==> config.mk <==
export PLATFORM = sky130hd
export DESIGN_NAME = serial_bit_feeder
export DESIGN_NICKNAME = d
export VERILOG_FILES = /design/src/rtl/serial_bit_feeder_pkg.sv /design/src/rtl/serial_bit_feeder.sv
export SDC_FILE = /design/constraint.sdc
export NUM_CORES = 1
export LEC_CHECK = 0
export ABC_AREA = 1
export BUFFER_PORTS_ARGS = -buffer_cell sky130_fd_sc_hd__clkbuf_2
export CAP_MARGIN = 10
export CORE_MARGIN = 2
export CORE_UTILIZATION = 50
export DETAILED_ROUTE_END_ITERATION = 10
export PLACE_DENSITY = 0.71
export SLEW_MARGIN = 15
export SYNTH_ARGS = -nofsm -noshare
export SYNTH_HDL_FRONTEND = slang
export SYNTH_SLANG_ARGS = --single-unit
export TNS_END_PERCENT = 100
==> constraint.sdc <==
create_clock -name clk -period 1.6 [get_ports clk]
set_clock_uncertainty 0.1 [all_clocks]
set_input_delay 0.32 -clock clk [delete_from_list [all_inputs] [get_ports clk]]
set_output_delay 0.32 -clock clk [all_outputs]
set_load 0.1 [all_outputs]
==> src/rtl/serial_bit_feeder_pkg.sv <==
// Shared definitions for the parallel-in/serial-out feeder: FSM state
// encoding and a constant clog2 used to size the bit counter.
package serial_bit_feeder_pkg;

  typedef enum logic {
    ST_IDLE  = 1'b0,
    ST_SHIFT = 1'b1
  } state_t;

  // Smallest r with 2**r >= v; callers guarantee v >= 2 so r >= 1.
  function automatic int clog2(input int v);
    int r;
    r = 0;
    while ((1 << r) < v) begin
      r = r + 1;
    end
    return r;
  endfunction

endpackage

==> src/rtl/serial_bit_feeder.sv <==
// Serializes WIDTH-bit words onto a single-bit stream, one bit per clock,
// with zero-bubble reload on the last bit so consecutive words abut.
module serial_bit_feeder
  import serial_bit_feeder_pkg::*;
#(
  parameter int WIDTH     = 8,
  parameter bit MSB_FIRST = 1'b1,
  parameter bit IDLE_BIT  = 1'b0
) (
  input  logic             clk,
  input  logic             rst,
  input  logic [WIDTH-1:0] din,
  input  logic             load_valid,
  output logic             load_ready,
  output logic             A,
  output logic             bit_valid,
  output logic             last_bit,
  output logic             busy
);

  localparam int            CW   = clog2(WIDTH);
  localparam logic [CW-1:0] LAST = CW'(WIDTH - 1);

  state_t           r_state;
  logic [CW-1:0]    r_cnt;
  logic [WIDTH-1:0] r_shreg;

  logic w_shifting;
  logic w_at_last;
  logic w_accept;
  logic w_out_bit;

  assign w_shifting = (r_state == ST_SHIFT);
  assign w_at_last  = w_shifting && (r_cnt == LAST);
  assign load_ready = rst && (!w_shifting || w_at_last);
  assign w_accept   = load_valid && load_ready;

  // Outputs decode registered state only; nothing from din/load_valid reaches A.
  assign w_out_bit = MSB_FIRST ? r_shreg[WIDTH-1] : r_shreg[0];
  assign A         = w_shifting ? w_out_bit : IDLE_BIT;
  assign bit_valid = w_shifting;
  assign last_bit  = w_at_last;
  assign busy      = w_shifting;

  always_ff @(posedge clk) begin
    if (!rst) begin
      r_state <= ST_IDLE;
      r_cnt   <= '0;
      r_shreg <= '0;
    end else if (w_accept) begin
      r_state <= ST_SHIFT;
      r_cnt   <= '0;
      r_shreg <= din;
    end else if (w_shifting) begin
      if (w_at_last) begin
        r_state <= ST_IDLE;
      end else begin
        r_cnt <= r_cnt + 1'b1;
        if (MSB_FIRST) begin
          r_shreg <= {r_shreg[WIDTH-2:0], 1'b0};
        end else begin
          r_shreg <= {1'b0, r_shreg[WIDTH-1:1]};
        end
      end
    end
  end

endmodule

==> impl_metrics.yaml, run 1 <==
yosys:
  ys_ff_latch: 12
  synthCells: 99
  syn-num-nets: 112
  avgSynthCellArea_um2: 6.686
  syn-cell-area_um2: 661.9
  ys_seq_area_share_pct: 36.29
  ys_warn_count: 0
  synth.distinct_cells: 17
sta:
  finalHoldViolCount: 0
  clock.fmax_ghz: 0.5833
  final_max_slew_viol_count: 0
  hold_ws_ns: 0.1695
  layout_setup_ws_ns: -0.1145
  finalSetupViolCount: 2
  timing.final.crit_share_pct: 107.2
  rsz0062_at_grt: "yes"
  worstMarginPinSlew_ns: 0.2730
  min_period_ns: 1.715
  setup_tns_ns: -0.2137
  relSlewSlack_pct: 81.78
global_route:
  antenna_found_initial: 0
  grt_usage_pct: 18.51
  grt_pass1_vias: 506
  grt_remaining_overflow: 0
  grt_start_max_net_pins: 15
  grt_pass1_wl_mm: 1.966
floorplan:
  die_x_um: 40.39
  io_pins: 16
  initial_core_util_pct: 52.17
  coreArea_um2: 1269
  fp-row-count: 13
  dieArea_um2: 1631
  chipHeight_um: 40.39
power:
  peakVddDrop_mv: 0.7495
  leakagePower_nw: 0.4198
  power_density_nw_per_um2: 831.2
setup_path:
  start_kind: "flop"
  worstPathArrival_ns: 1.29
  setup.worst_path.end_class: "primary output"
  crit_chain: "ha_4 > ha_4 > nor2_4 > nor2_4 > buf_12"
  r2r-start: "r_cnt[1]"
  crit_type: "reg2out"
  cp_slowest_cell: "dfxtp_2"
  crit_fanout: 3
  startpoint: "r_cnt[1]"
  cpPeakStageDelay_ns: 0.34
  cp.required_ns: 1.18
route:
  avgRoutedWirePerCell_um: 9.689
  num_vias: 617
  wl_met2_um: 613
  top_layer: "met4"
  wl_met1_um: 589
  ant_nets: 0
  routed_wl_mm: 1.279
  first_iter_violations: 10
  via_per_inst: 4.674
  wl_met3_um: 55
  drcViolationCount: 0
  drt-pass1-iter-count: 4
clock_tree:
  htreeDepth: 1
  clock_latency_ns: 0.28
  cts_buffers: 3
  clkTransAtPathRegs_ns: 0.08
  cts_root_buf: "clkbuf_4"
  cts_tree: "built"
  clock_path_buffers: 2
  cts.sinks: 12
min_path:
  min_from: "din[0]"
  hold_path.class: "in2reg"
place:
  place_hpwl_um: 920.7
  routabilityCongestion: 0.7590
  dp_slack_ns: 0.1641
  postPlaceCellArea_um2: 834.6
  port_buffers: 15
  place_inst: 127
run_status:
  status: "finished with violations"
  violations: "setup timing"
cells_and_area:
  area_delta_synth_final_pct: 33.08
  drive_gt1_share_pct: 30.77
  layout.nets: 131
  fillers: 118
  fin_cells: 132
  diodes: 0
  final_cell_area_um2: 880.8
job:
  max_cap_viol_count: 0
-- power by group --
| group | switching [W] | internal (W) |
|---|---|---|
| clock | 0.000109 | 0.000138 |
| combinational | 0.000104 | 0.0000560 |
| sequential | 0.0000117 | 0.000313 |
| total | 0.000224 | 0.000508 |
-- flip-flops by register name (all words and copies together) (netlist names) --
register / count
r_shreg: 8
r_cnt: 3
bit_valid: 1
-- placed cells by master (no fill, tap or decap), types with 2 or more instances in the layout --
| master | n |
|---|---|
| nor2_1 | 22 |
| nand4_1 | 7 |
| dfxtp_2 | 2 |
| ha_4 | 2 |
| nor2_4 | 2 |
| nand3_1 | 2 |
| buf_4 | 6 |
| dfxtp_1 | 9 |
| buf_12 | 3 |
| clkinvlp_4 | 2 |
| inv_1 | 13 |
| a21oi_1 | 2 |
| clkbuf_2 | 10 |
| nand2_1 | 24 |
| clkbuf_4 | 3 |
-- through the flow --
step / power (W) / utilization, %
after floorplan: 0.0004523 / -
after CTS: 0.0007406 / 69.43
final: 0.0007322 / 69.43
after detailed placement: 0.0004906 / 65.78
after global placement: 0.0004882 / 65.78
after global routing: 0.0007699 / 69.43
-- metal layers --
layer	track usage, %	up-vias
li1	-	336
met1	20.40	264
met2	31.75	15
met3	5.000	2
met4	10.00	0
met5	0	-
-- synth_stat cells, drive strengths merged --
master  count  share of area [%]
o21ai       1                2.5
buf         5                6.0
nand4       7                6.6
dfxtp      12                 36
nand2      26                 16
inv        16                9.1
nor3        1               0.76
xor2        1                1.3
ha          2                3.8
a21oi       2                1.5
nor2       24                 15
nand3       2                1.5
-- logic make-up (layout without fill, tap and decap cells) --
kind of cell | after synthesis | in the layout | synth area share, %
compound gates | 3 | 3 | 3.970
buf+inv | 21 | 39 | 15.12
xor+xnor | 1 | 1 | 1.323
simple gates | 60 | 60 | 39.51
flops | 12 | 12 | 36.29
fa+ha+maj | 2 | 2 | 3.780
-- worst paths after layout --
kind / cells after the start / slack [ns] / endpoint
setup reg to reg: 9 / 0.14 / r_shreg[4]
hold / removal: 3 / 0.17 / r_shreg[0]
setup / recovery: 5 / -0.11 / load_ready
hold reg to reg: 2 / 0.40 / r_shreg[0]
-- repair_timing --
item / in CTS / in global routing
hold buffers: 0 / 0
setup endpoints to repair: 2 / 2
buffers inserted: 1 / 0
resized for setup: 1 / 0
-- critical path, delay by kind of cell, from the launching register on --
kind	cells	cell delay, ns
simple gates	2	0.18
flops	1	0.34
fa+ha+maj	2	0.33
buf+inv	1	0.17
-- area by class of cell --
class	count	area, um2	area share, %
Multi-Input combinational cell	66	356.6	40.48
Sequential cell	12	246.5	27.98
Tap cell	15	18.77	2.131
Timing Repair Buffer	19	155.1	17.61
Clock buffer	4	36.28	4.119
Inverter	16	67.56	7.670
Note: power is estimated with default switching activity, not from simulation.
==> run 2: changes to the inputs <==
==> constraint.sdc (replaced) <==
create_clock -name clk -period 1.6 [get_ports clk]
set_clock_uncertainty 0.1 [all_clocks]
set_input_delay 0.08 -clock clk [delete_from_list [all_inputs] [get_ports clk]]
set_output_delay 0.08 -clock clk [all_outputs]
set_load 0.1 [all_outputs]
==> impl_metrics.yaml, run 2 (synthesis results as in run 1) <==
floorplan:
  die_x_um: 40.39
  dieArea_um2: 1631
  initial_core_util_pct: 52.17
  io_pins: 16
  chipHeight_um: 40.39
  fp-row-count: 13
  coreArea_um2: 1269
power:
  power_density_nw_per_um2: 801.5
  leakagePower_nw: 0.4223
  peakVddDrop_mv: 0.5321
sta:
  relSlewSlack_pct: 64.28
  worstMarginPinSlew_ns: 0.5381
  setup_tns_ns: 0
  finalSetupViolCount: 0
  rsz0062_at_grt: "no"
  layout_setup_ws_ns: 0.09416
  finalHoldViolCount: 0
  timing.final.crit_share_pct: 94.11
  min_period_ns: 1.506
  clock.fmax_ghz: 0.6641
  final_max_slew_viol_count: 0
global_route:
  grt_remaining_overflow: 0
  grt_usage_pct: 17.22
  grt_start_max_net_pins: 15
  grt_pass1_vias: 456
  grt_pass1_wl_mm: 1.842
  antenna_found_initial: 0
setup_path:
  crit_fanout: 3
  r2r_slack_ns: 0.13
  worstSetupEndpoint: "load_ready"
  cpPeakStageDelay_ns: 0.32
  crit_top_cell: "nor2_4"
  start_kind: "flop"
  crit_type: "reg2out"
  r2r_cells: 8
  r2r-start: "r_cnt[0]"
  setup.worst_path.end_class: "primary output"
  cp_top_family: "adder cells"
  worstPathArrival_ns: 1.33
  startpoint: "r_cnt[0]"
  crit_chain: "ha_1 > ha_4 > nor2_4 > nor2_4 > buf_12"
  worst-path-buf-inv: 1
  cp_slowest_cell: "dfxtp_1"
  worstReg2RegEnd: "r_shreg[3]"
  cp.depth: 5
  cp.required_ns: 1.42
clock_tree:
  cts.sinks: 12
  clkTransAtPathRegs_ns: 0.07
  clock_path_buffers: 2
  htreeDepth: 1
  clock_latency_ns: 0.27
  cts_buffers: 3
  cts_tree: "built"
  cts_root_buf: "clkbuf_4"
place:
  place_hpwl_um: 871.9
  port_buffers: 15
  routabilityCongestion: 0.6937
  dp_slack_ns: 0.07195
route:
  ant_nets: 0
  drcViolationCount: 0
  via_per_inst: 4.731
  avgRoutedWirePerCell_um: 9.200
  first_iter_violations: 3
  num_vias: 615
  routed_wl_mm: 1.196
  drt-pass1-iter-count: 3
job:
  max_cap_viol_count: 0
cells_and_area:
  drive_gt1_share_pct: 25.22
  layout.nets: 130
  diodes: 0
  layout.cells.most_common_list: "nand2_1 (25), nor2_1 (21), inv_1 (14), clkbuf_2 (13), dfxtp_1 (11)"
  largest_reg_flops: 8
  post-route-util_pct: 65.09
  area_delta_synth_final_pct: 24.76
  top_register: "r_shreg"
  layout_commonest_cell: "nand2_1"
min_path:
  holdPathStages: 5
  hold_path.class: "in2reg"
run_status:
  status: "finished clean"
[run 2: cell types whose count changed in the layout (fill, tap and decap cells not counted), sizes merged]
cell / change
dlygate4sd3: +1
clkbuf: +2
clkinvlp: -2
inv: +2
buf: -5
[run 2: metrics by stage]
stage | hold slack (ns) | instances | power (W) | instance area (um2)
finish | 0.06401 | 130 | 0.0006619 | 825.8
global route | 0.06911 | 130 | 0.0006940 | 825.8
CTS | 0.06168 | 130 | 0.0006624 | 802.0
detailed placement | 0.2239 | 125 | 0.0004753 | 762.0
global placement | 0.2157 | 125 | 0.0004742 | 762.0
floorplan | 0.1273 | 99 | 0.0004476 | 670.6
[run 2: repair_timing]
item,4_1_cts,5_1_grt
hold endpoints to repair,1,0
pin swaps,1,0
buffers inserted,1,0
hold buffers,1,0
setup endpoints to repair,1,13
gates resized for setup,0,5
[run 2: area by class of cell]
class / count / area, um2
repair buffers: 18 / 130.1
fillers: 123 / 442.9
multi-input cells: 66 / 352.8
well taps: 15 / 18.77
flip-flops and latches: 12 / 241.5
clock buffers: 3 / 22.52
inverters: 16 / 60.06
[run 2: worst min path at each step]
stage,endpoint,startpoint,slack (ns)
floorplan,r_shreg[0],din[0],0.13
global placement,r_shreg[0],din[0],0.22
detailed placement,r_shreg[0],din[0],0.22
CTS,r_shreg[1],din[1],0.06
global route,r_shreg[5],din[5],0.07
finish,r_shreg[1],din[1],0.06
[run 2: power by group]
part           internal (W)  leakage [nW]  switching, W
registers          0.000313        0.0981     0.0000110
clock network     0.0000872        0.0138     0.0000974
logic             0.0000507         0.310      0.000102
[run 2: worst register-to-register path, stage by stage (launching register included)]
cell,delay (ns)
dfxtp_1,0.32
ha_1,0.23
ha_4,0.18
inv_2,0.09
nand2_8,0.09
o21ai_4,0.11
nor2_1,0.07
nor2_1,0.10
nor2_1,0.05
[run 2: routing by layer]
metal | part of all wire [%] | up-vias | track usage (%)
li1 | - | 335 | -
met1 | 50 | 262 | 22.92
met2 | 44 | 13 | 24.21
met3 | 4.6 | 5 | 5.000
met4 | 2.0 | 0 | 10.00
met5 | 0 | - | 0
==> run 3: changes to the inputs <==
==> constraint.sdc (replaced) <==
create_clock -name clk -period 1.6 [get_ports clk]
set_clock_uncertainty 0.1 [all_clocks]
set_input_delay 0.4 -clock clk [delete_from_list [all_inputs] [get_ports clk]]
set_output_delay 0.4 -clock clk [all_outputs]
set_load 0.1 [all_outputs]
==> impl_metrics.yaml, run 3 (synthesis results as in run 1) <==
run_status:
  status: "finished with violations"
  violations: "setup timing"
route:
  ant_nets: 0
  drcViolationCount: 0
  via_per_inst: 4.917
  routed_wl_mm: 1.444
  avgRoutedWirePerCell_um: 10.86
  num_vias: 654
  first_iter_violations: 19
  drt-pass1-iter-count: 4
clock_tree:
  cts_tree: "built"
  cts_root_buf: "clkbuf_4"
  clock_path_buffers: 2
  clock_latency_ns: 0.26
  cts.sinks: 12
  htreeDepth: 1
  cts_buffers: 3
  clkTransAtPathRegs_ns: 0.08
place:
  routabilityCongestion: 0.7500
  place_inst: 127
  port_buffers: 15
  dp_slack_ns: 0.07874
  place_hpwl_um: 975.9
cells_and_area:
  top_register: "r_shreg"
  post-route-util_pct: 73.37
  area_delta_synth_final_pct: 40.64
  layout.nets: 132
  fin_cells: 133
  layout.cells.most_common_list: "nand2_1 (23), nor2_1 (21), inv_1 (12), clkbuf_2 (10), dfxtp_1 (9)"
  largest_reg_flops: 8
  drive_gt1_share_pct: 33.90
  layout_commonest_cell: "nand2_1"
  diodes: 0
  fillers: 105
min_path:
  hold_path.class: "in2reg"
  holdPathStages: 3
  min_from: "din[0]"
  holdPathEnd: "r_shreg[0]"
floorplan:
  io_pins: 16
  initial_core_util_pct: 52.17
  dieArea_um2: 1631
  fp-row-count: 13
  die_x_um: 40.39
  chipHeight_um: 40.39
  coreArea_um2: 1269
setup_path:
  r2r_slack_ns: 0.08
  crit_type: "reg2out"
  worst-path-buf-inv: 1
  worstPathArrival_ns: 1.27
  r2r_cells: 9
  start_kind: "flop"
  crit_chain: "ha_4 > ha_4 > nor2_4 > nor2_4 > buf_12"
  cpPeakStageDelay_ns: 0.34
  setup.worst_path.end_class: "primary output"
  r2r-start: "r_cnt[0]"
  cp_slowest_cell: "dfxtp_2"
  worstReg2RegEnd: "r_shreg[2]"
  cp_top_family: "flip-flops"
  cp.required_ns: 1.10
  crit_fanout: 3
sta:
  layout_setup_ws_ns: -0.1706
  min_period_ns: 1.771
  clock.fmax_ghz: 0.5648
  rsz0062_at_grt: "yes"
  timing.final.crit_share_pct: 110.7
  final_max_slew_viol_count: 0
  finalSetupViolCount: 2
  setup_tns_ns: -0.3368
  worstMarginPinSlew_ns: 0.2220
  finalHoldViolCount: 0
  hold_ws_ns: 0.2589
  relSlewSlack_pct: 85.14
global_route:
  grt_pass1_vias: 517
  grt_start_max_net_pins: 15
  grt_usage_pct: 18.34
  grt_pass1_wl_mm: 1.966
  antenna_found_initial: 0
  grt_remaining_overflow: 0
power:
  power_density_nw_per_um2: 750.3
  leakagePower_nw: 0.4300
  peakVddDrop_mv: 0.5840
job:
  max_cap_viol_count: 0
run 3: cell type report:
class,count,area (um2),area share [%]
clock buffer,4,26.28,2.823
inverter,16,72.57,7.796
multi-input combinational,67,386.6,41.53
sequential,12,246.5,26.48
tap,15,18.77,2.016
timing repair buffer,19,180.2,19.35
run 3: routing by layer:
layer	vias up	wire length [um]	GRT usage [%]
li1	339	-	-
met1	287	611	21.85
met2	26	728	30.56
met3	2	87	5.000
met4	0	16	7.500
met5	-	0	0
run 3: worst register-to-register path: stages, from the launching register on:
cell and delay [ns]:
dfxtp_2 0.34, ha_4 0.16, ha_4 0.17, buf_4 0.14
inv_4 0.09, nand2_8 0.08, o21ai_4 0.11, nor2_1 0.07
nor2_1 0.12, nor2_1 0.05
run 3: through the flow:
stage,total power [W],cell area [um2]
2_1_floorplan,0.0004554,720.7
3_3_place_gp,0.0004992,862.1
3_5_place_dp,0.0005012,862.1
4_1_cts,0.0006943,898.4
5_1_grt,0.0007288,930.9
6_report,0.0006984,930.9
run 3: repair_timing:
item	CTS	global route
resized for setup	1	5
pin swaps	0	1
hold buffers	0	0
endpoints found under the setup margin	2	7
buffers inserted	1	0
cloned	0	1
run 3: power breakdown:
part	internal [W]	switching (W)	total [W]
registers	0.000313	0.0000170	0.000330
clock network	0.0000963	0.0000978	0.000194
logic	0.0000664	0.000107	0.000174
run 3: how the worst max path moves through the flow:
| stage | cells past startpoint | from | endpoint | slack (ns) |
|---|---|---|---|---|
| floorplan | 4 | r_cnt[1] | load_ready | -0.07 |
| CTS | 5 | r_cnt[0] | load_ready | -0.17 |
| global route | 5 | r_cnt[0] | load_ready | -0.23 |
| detailed placement | 5 | r_cnt[0] | last_bit | 0.08 |
| finish | 5 | r_cnt[0] | load_ready | -0.17 |
| global placement | 5 | r_cnt[0] | last_bit | 0.09 |
